### config.mk
export PLATFORM = sky130hd
export DESIGN_NAME = handshake_fifo_break_dv_flat
export DESIGN_NICKNAME = d
export VERILOG_FILES = /design/src/rtl/handshake_fifo_break_dv_if.sv /design/src/rtl/handshake_fifo_break_dv.sv /design/src/flat_wrapper.sv
export SDC_FILE = /design/constraint.sdc
export NUM_CORES = 1
export LEC_CHECK = 0
export CAP_MARGIN = 20
export CORE_ASPECT_RATIO = 1.2
export CORE_UTILIZATION = 45
export DETAILED_ROUTE_END_ITERATION = 12
export DONT_BUFFER_PORTS = 1
export GPL_TIMING_DRIVEN = 0
export SYNTH_ARGS = -nofsm -noshare
export SYNTH_HDL_FRONTEND = slang
export SYNTH_HIERARCHICAL = 1
export SYNTH_SLANG_ARGS = --single-unit
### constraint.sdc
create_clock -name clk -period 2.34 [get_ports clk]
set_clock_uncertainty 0.05 [all_clocks]
set_input_delay 0.468 -clock clk [delete_from_list [all_inputs] [get_ports clk]]
set_output_delay 0.468 -clock clk [all_outputs]
set_load 0.05 [all_outputs]
### src/rtl/handshake_fifo_break_dv_if.sv
// Handshake bundle for the pipeline-break FIFO: upstream (ins) and downstream (outs)
// channels plus occupancy. The FIFO uses the slave view; its environment uses master.
interface handshake_fifo_break_dv_if #(
  parameter int DATA_WIDTH = 32,
  parameter int DEPTH      = 4
);
  localparam int LW = $clog2(DEPTH) + 1;

  logic [DATA_WIDTH-1:0] ins;
  logic                  ins_valid;
  logic                  ins_ready;
  logic [DATA_WIDTH-1:0] outs;
  logic                  outs_valid;
  logic                  outs_ready;
  logic [LW-1:0]         level;

  modport master (
    output ins, ins_valid, outs_ready,
    input  ins_ready, outs, outs_valid, level
  );

  modport slave (
    input  ins, ins_valid, outs_ready,
    output ins_ready, outs, outs_valid, level
  );
endinterface

### src/rtl/handshake_fifo_break_dv.sv
// Registered FIFO that breaks both valid and ready timing paths between producer and
// consumer; handshake flags come straight from flops, storage is per-entry registers.
module handshake_fifo_break_dv_entry #(
  parameter int W = 32
) (
  input  logic         clk,
  input  logic         we,
  input  logic [W-1:0] d,
  output logic [W-1:0] q
);
  // Payload registers carry no reset; only the pointers/flags define validity.
  always_ff @(posedge clk)
    if (we) q <= d;
endmodule

module handshake_fifo_break_dv #(
  parameter int DATA_WIDTH = 32,
  parameter int DEPTH      = 4
) (
  input  logic                      clk,
  input  logic                      rst,
  handshake_fifo_break_dv_if.slave  bus
);
  localparam int PW = $clog2(DEPTH);
  localparam int LW = PW + 1;

  logic [PW-1:0]                     wr_ptr, rd_ptr;
  logic [LW-1:0]                     level_q, level_nxt;
  logic                              ready_q, valid_q;
  logic                              push, pop;
  logic [DEPTH-1:0][DATA_WIDTH-1:0]  mem;

  assign push = bus.ins_valid & ready_q;
  assign pop  = valid_q & bus.outs_ready;

  always_comb begin
    level_nxt = level_q;
    case ({push, pop})
      2'b10:   level_nxt = level_q + LW'(1);
      2'b01:   level_nxt = level_q - LW'(1);
      default: level_nxt = level_q;
    endcase
  end

  // ready/valid are registered copies of the next-level compare, so neither output
  // has a combinational path from the opposite side of the handshake.
  always_ff @(posedge clk or negedge rst) begin
    if (!rst) begin
      wr_ptr  <= '0;
      rd_ptr  <= '0;
      level_q <= '0;
      ready_q <= 1'b1;
      valid_q <= 1'b0;
    end else begin
      if (push) wr_ptr <= wr_ptr + PW'(1);
      if (pop)  rd_ptr <= rd_ptr + PW'(1);
      level_q <= level_nxt;
      ready_q <= (level_nxt != LW'(DEPTH));
      valid_q <= (level_nxt != '0);
    end
  end

  for (genvar i = 0; i < DEPTH; i++) begin : g_entry
    handshake_fifo_break_dv_entry #(.W(DATA_WIDTH)) u_entry (
      .clk (clk),
      .we  (push && (wr_ptr == PW'(i))),
      .d   (bus.ins),
      .q   (mem[i])
    );
  end

  assign bus.outs       = mem[rd_ptr];
  assign bus.outs_valid = valid_q;
  assign bus.ins_ready  = ready_q;
  assign bus.level      = level_q;
endmodule

### src/flat_wrapper.sv
// flat-port wrapper written by rule: the top's interface ports become plain ports
module handshake_fifo_break_dv_flat 
#(
  parameter int DATA_WIDTH = 32,
  parameter int DEPTH      = 4
)
  (clk, rst, bus_ins, bus_ins_valid, bus_outs_ready, bus_ins_ready, bus_outs, bus_outs_valid, bus_level);
  handshake_fifo_break_dv_if #(.DATA_WIDTH(DATA_WIDTH), .DEPTH(DEPTH)) bus_i ();
  input  logic clk;
  input  logic rst;
  input wire logic [$bits(bus_i.ins)-1:0] bus_ins;
  input wire logic [$bits(bus_i.ins_valid)-1:0] bus_ins_valid;
  input wire logic [$bits(bus_i.outs_ready)-1:0] bus_outs_ready;
  output wire logic [$bits(bus_i.ins_ready)-1:0] bus_ins_ready;
  output wire logic [$bits(bus_i.outs)-1:0] bus_outs;
  output wire logic [$bits(bus_i.outs_valid)-1:0] bus_outs_valid;
  output wire logic [$bits(bus_i.level)-1:0] bus_level;
  assign bus_i.ins = bus_ins;
  assign bus_i.ins_valid = bus_ins_valid;
  assign bus_i.outs_ready = bus_outs_ready;
  assign bus_ins_ready = bus_i.ins_ready;
  assign bus_outs = bus_i.outs;
  assign bus_outs_valid = bus_i.outs_valid;
  assign bus_level = bus_i.level;
  handshake_fifo_break_dv #(.DATA_WIDTH(DATA_WIDTH), .DEPTH(DEPTH)) u_core (.clk(clk), .rst(rst), .bus(bus_i));
endmodule
### Word level (Yosys, flattened, before mapping)

Cells that the tools add are included.

* register bits: 137
* latch bits: 0
* bits in writable memories: 0
* bits in read-only memories: 0
* bits of input ports: 36
* output and inout bits: 37
* logic and storage cells: 31
* memories kept: 0

* $add $sub $neg: 4
* multiply operators: 0
* div/mod/pow operators: 0
* magnitude comparators: 1
* eq/ne operators: 6
* shift-type cells: 0
* multiplexer cells: 3
* bitwise gates (word level): 2
* reduce and logical (&&, ||, !) cells: 6

Operators by type and width (number)
* binary-select mux 32 bit (select 2 bit): 1
* two-way mux 32 bit: 1
* == test 2 bit (second input constant): 3
* case mux 3 bit (2 select lines): 1
* adder 2 x 1 -> 2 bit (second input constant): 2
* == test 2 x 1 -> 1 bit (second input constant): 2
* logical AND 1 bit: 4
* adder 3 x 1 -> 3 bit (second input constant): 1
* < comparator 2 x 3 -> 1 bit (second input constant): 1
* inequality test 3 bit (second input constant): 1
* nonzero test 3 bit: 1
* subtractor 3 x 1 -> 3 bit (second input constant): 1
* AND 1 bit: 2
* zero test 2 bit: 1

### Depth between registers and ports, before layout

* depth in word-level cells: 4
* gate-level depth with buffers: 6
* mapped depth without buffers: 6

### Modules after synthesis

The synthesis kept the hierarchy.

By module, submodules not included
* handshake_fifo_break_dv_entry: instances 4, cells each 32, area each 960.9 um^2, sequential area each 960.9 um^2
* handshake_fifo_break_dv: instances 1, cells each 80, area each 1311.3 um^2, sequential area each 226.5 um^2

### Worst setup path before layout

Ideal clock, no wire load.

* path kind: register -> register
* from: register u_core.ready_q, in the netlist u_core/bus.ins_ready
* to: register u_core.valid_q, in the netlist u_core/bus.outs_valid
* setup time: 0.142 ns
* arrival time: 1.960 ns
* data required time: 2.148 ns
* path slack: 0.188 ns
* cell stages (with the launch flop): 7
* buffers on the path: 0
* period minus slack after synthesis: 2.152 ns
* cell sequence: dfstp_2 -> nand2_1 -> ha_1 -> fa_1 -> xnor2_1 -> o21ai_0 -> o221ai_1

* longest elaborated chain between the ends: 4
* elaborated cells on any way between the ends: 5
* those cells by class: eq/ne: 2; mux: 1; bitwise: 1; reduce/logical: 1

RTL lines
* start, declared: line handshake_fifo_break_dv.sv:29 `logic ready_q, valid_q;`
* start signal, assigned: line handshake_fifo_break_dv.sv:58 `ready_q <= (level_nxt != LW'(DEPTH));`
* AND 1 bit *: line handshake_fifo_break_dv.sv:33 `assign push = bus.ins_valid & ready_q;`
* == test 2 x 1 -> 1 bit or == test 2 bit (tied branches): line handshake_fifo_break_dv.sv:38 `case ({push, pop})`
* case mux 3 bit (2 select lines) *: line handshake_fifo_break_dv.sv:38
* nonzero test 3 bit *: line handshake_fifo_break_dv.sv:59 `valid_q <= (level_nxt != '0);`
* end signal, assigned: line handshake_fifo_break_dv.sv:59
* end, declared: line handshake_fifo_break_dv.sv:29

Every way passes the cells marked *; elsewhere a longest branch is shown, timed or not.
A chain may end at the register's enable or synchronous reset.

### Final worst setup path

* from: register u_core.rd_ptr[0]
* to: output bus_outs[12]

* longest elaborated chain between the ends: 2

RTL lines
* start, declared: line handshake_fifo_break_dv.sv:27 `logic [PW-1:0] wr_ptr, rd_ptr;`
* start signal, assigned: line handshake_fifo_break_dv.sv:56 `if (pop) rd_ptr <= rd_ptr + PW'(1);`
* binary-select mux 32 bit (select 2 bit): line handshake_fifo_break_dv.sv:72 `assign bus.outs = mem[rd_ptr];`
* two-way mux 32 bit (not written as such): line handshake_fifo_break_dv.sv:72
* end, declared: line flat_wrapper.sv:15 `output wire logic [$bits(bus_i.outs)-1:0] bus_outs;`

Every way passes these cells. The select of a mux whose other input is x is not followed.

==> qor.yml <==
die_y_um: 119
cts.sinks: 137
ios: 73
rsz0062_at_grt: "no"
holdWs_ns: 0.105
pre_cts_slack_ns: 0.0381
htreeDepth: 4
finalMaxSlewViolations: 0
fin_crit_sh_pct: 96.7
cts_tree: "yes"
min_path_cells: 0
grt_pass1_wl_mm: 12.6
syn_inst: 208
critPathKind: "flop to output pin"
clockBufferDepth: 2
grt_max_degree: 33
die_area_mm2: 0.0119
gr-total-overflow: 0
diodes: 0
die_w_um: 99.7
use_met2_pct: 23.9
worstHoldPathType: "input pin to flop"
crit_required_ns: 1.82
crit_cells: 3
path_cells: "buf_6 -> buf_12 -> mux4_2"
ys_seq_elements: 137
ant_nets: 0
vias: 2082
fin_area_mm2: 0.00605
synth_cell_type_count: 24
synth_most_common_cell: "edfxtp_1"
period_needed_ns: 2.26
cts_buffers: 17
fmaxAchievable_mhz: 442
use_met1_pct: 17.8
run_status: "finished, final reports clean"
routed_wl_mm: 8.18
clock_latency_ns: 0.40
critical_path_arrival_ns: 1.74
drc: 0
async_flop_share_pct: 6.57
yosysTopAreaCell: "edfxtp_1"
grt_usage_pct: 15.2
synth_warnings: 6
row_count: 42
syn_area_mm2: 0.00515
synth-edff-count: 128
dpl_cell_area_mm2: 0.00540
tightest_slew_ns: 0.879
synth_flop_cell: "edfxtp_1"
busiest_layer: "met2"
dp_hpwl_mm: 4.76
drt_iter0_drc: 81
drive_gt1_share_pct: 30.6
synth_top_area_share_pct: 74.6
grt.met3_usage_pct: 6.87
setup_viol: 0
cpMaxStageDelayCell: "mux4_2"
drv_cap: 0
fin_util_pct: 54.5
postSynthAreaPerCell_um2: 24.8
grt_pass1_vias: 2214
nNetsFinal: 271
critical-path-max-stage-delay_ns: 0.68
ys_top_cells_by_area: "edfxtp_1 (75%), mux4_2 (12%), dfrtp_1 (3.9%)"
initial_core_util_pct: 46.5
synth_nets: 250
synthTopCellsByCount: "edfxtp_1 (128), mux4_2 (28), dfrtp_1 (8)"
core_area_mm2: 0.0111
dr.pass1.iters: 4
crit_path_end_kind: "output pin"
relSlewSlack_pct: 41.4
port_buffers: 0
seq_area_frac_synth_pct: 79.0
worst_setup_path_start_kind: "flop"
gp_congestion: 0.637
clk_pin_slew_ns: 0.05
antenna_found_initial: 0
cp_max_fo: 10
critical-path-top-delay-family: "multiplexers"
area.growth.synth_to_final_pct: 17.3
wire_per_inst_um: 20.6
r2r.worst_path.cells: 6
path_buf_inv: 2
fin_ws_ns: 0.0775
finalHoldViolCount: 0
vias_per_cell: 5.26
cts_root_buf: "clkbuf_16"
-- layer usage --
layer  part of all wire [%]  vias up
met4                    1.9        0
li1                       -      919
met2                     52       52
met1                     40     1096
met5                      0        -
met3                    6.2       15
-- placed cells by master, fill, tap and decap left out, drive strengths merged --
cell | synthesis | final
and2 | 1 | 1
ha | 5 | 5
o221ai | 1 | 1
xnor2 | 5 | 5
bufinv | 0 | 5
and3 | 4 | 4
inv | 2 | 2
mux2 | 2 | 2
clkinv | 0 | 4
a21oi | 1 | 1
o21ai | 2 | 2
nor3b | 2 | 2
dfrtp | 8 | 8
or2 | 1 | 1
buf | 7 | 8
clkinvlp | 0 | 1
clkbuf | 1 | 23
dlygate4sd3 | 0 | 1
mux4 | 32 | 32
nand2 | 2 | 2
xor2 | 1 | 1
fa | 1 | 1
nor4bb | 1 | 1
edfxtp | 128 | 128
dfstp | 1 | 1
-- sequential cells by signal (all words and copies together) (netlist names) --
register and count:
u_core/bus.ins_ready 1, u_core/bus.level 3, u_core/bus.outs_valid 1, u_core/g_entry.u_entry/q 128, u_core/rd_ptr 2, u_core/wr_ptr 2
-- layout make-up --
cell class | count | area (um^2)
Tap cell | 154 | 193
Clock inverter | 10 | 174
Timing Repair Buffer | 3 | 57.6
Inverter | 2 | 7.51
Clock buffer | 22 | 444
Multi-Input combinational cell | 61 | 1000
Sequential cell | 137 | 4080
Fill cell | 823 | 5040
Buffer | 7 | 93.8
-- kinds of logic after synthesis --
| logic type | Yosys count | synth area share, % |
|---|---|---|
| buf+inv | 10 | 1.89 |
| fa+ha+maj | 6 | 1.60 |
| compound gates | 4 | 0.461 |
| flops | 137 | 79.0 |
| xor+xnor | 6 | 1.02 |
| simple gates | 11 | 1.36 |
| mux | 34 | 14.7 |
-- per-stage QoR --
stage                     cells  TNS (ns)
after floorplan             208         0
after global placement      362    -47.11
after detailed placement    364         0
after CTS                   397     -2.21
after global routing        396         0
final                       396         0
-- path summary, 6_finish.rpt --
check,end,from,slack [ns]
hold / removal,u_core/g_entry[2].u_entry/q[9],bus_ins[9],0.11
hold reg to reg,u_core/wr_ptr[0],u_core/wr_ptr[0],0.49
setup reg to reg,u_core/bus.outs_valid,u_core/bus.ins_ready,0.16
setup / recovery,bus_outs[12],u_core/rd_ptr[0],0.08
min in group asynchronous,u_core/bus.level[2],rst,0.38
max in group asynchronous,u_core/bus.ins_ready,rst,1.53
-- repair_timing --
| action | in CTS | in global routing |
|---|---|---|
| setup endpoints to repair | 29 | 32 |
| hold endpoints to repair | 9 | 0 |
| hold buffers | 1 | 0 |
| resized for setup | 1 | 11 |
| buffers inserted | 0 | 0 |
Power is not shown: default switching activity piles up to over one toggle a cycle in this logic, so the estimate is an artifact.
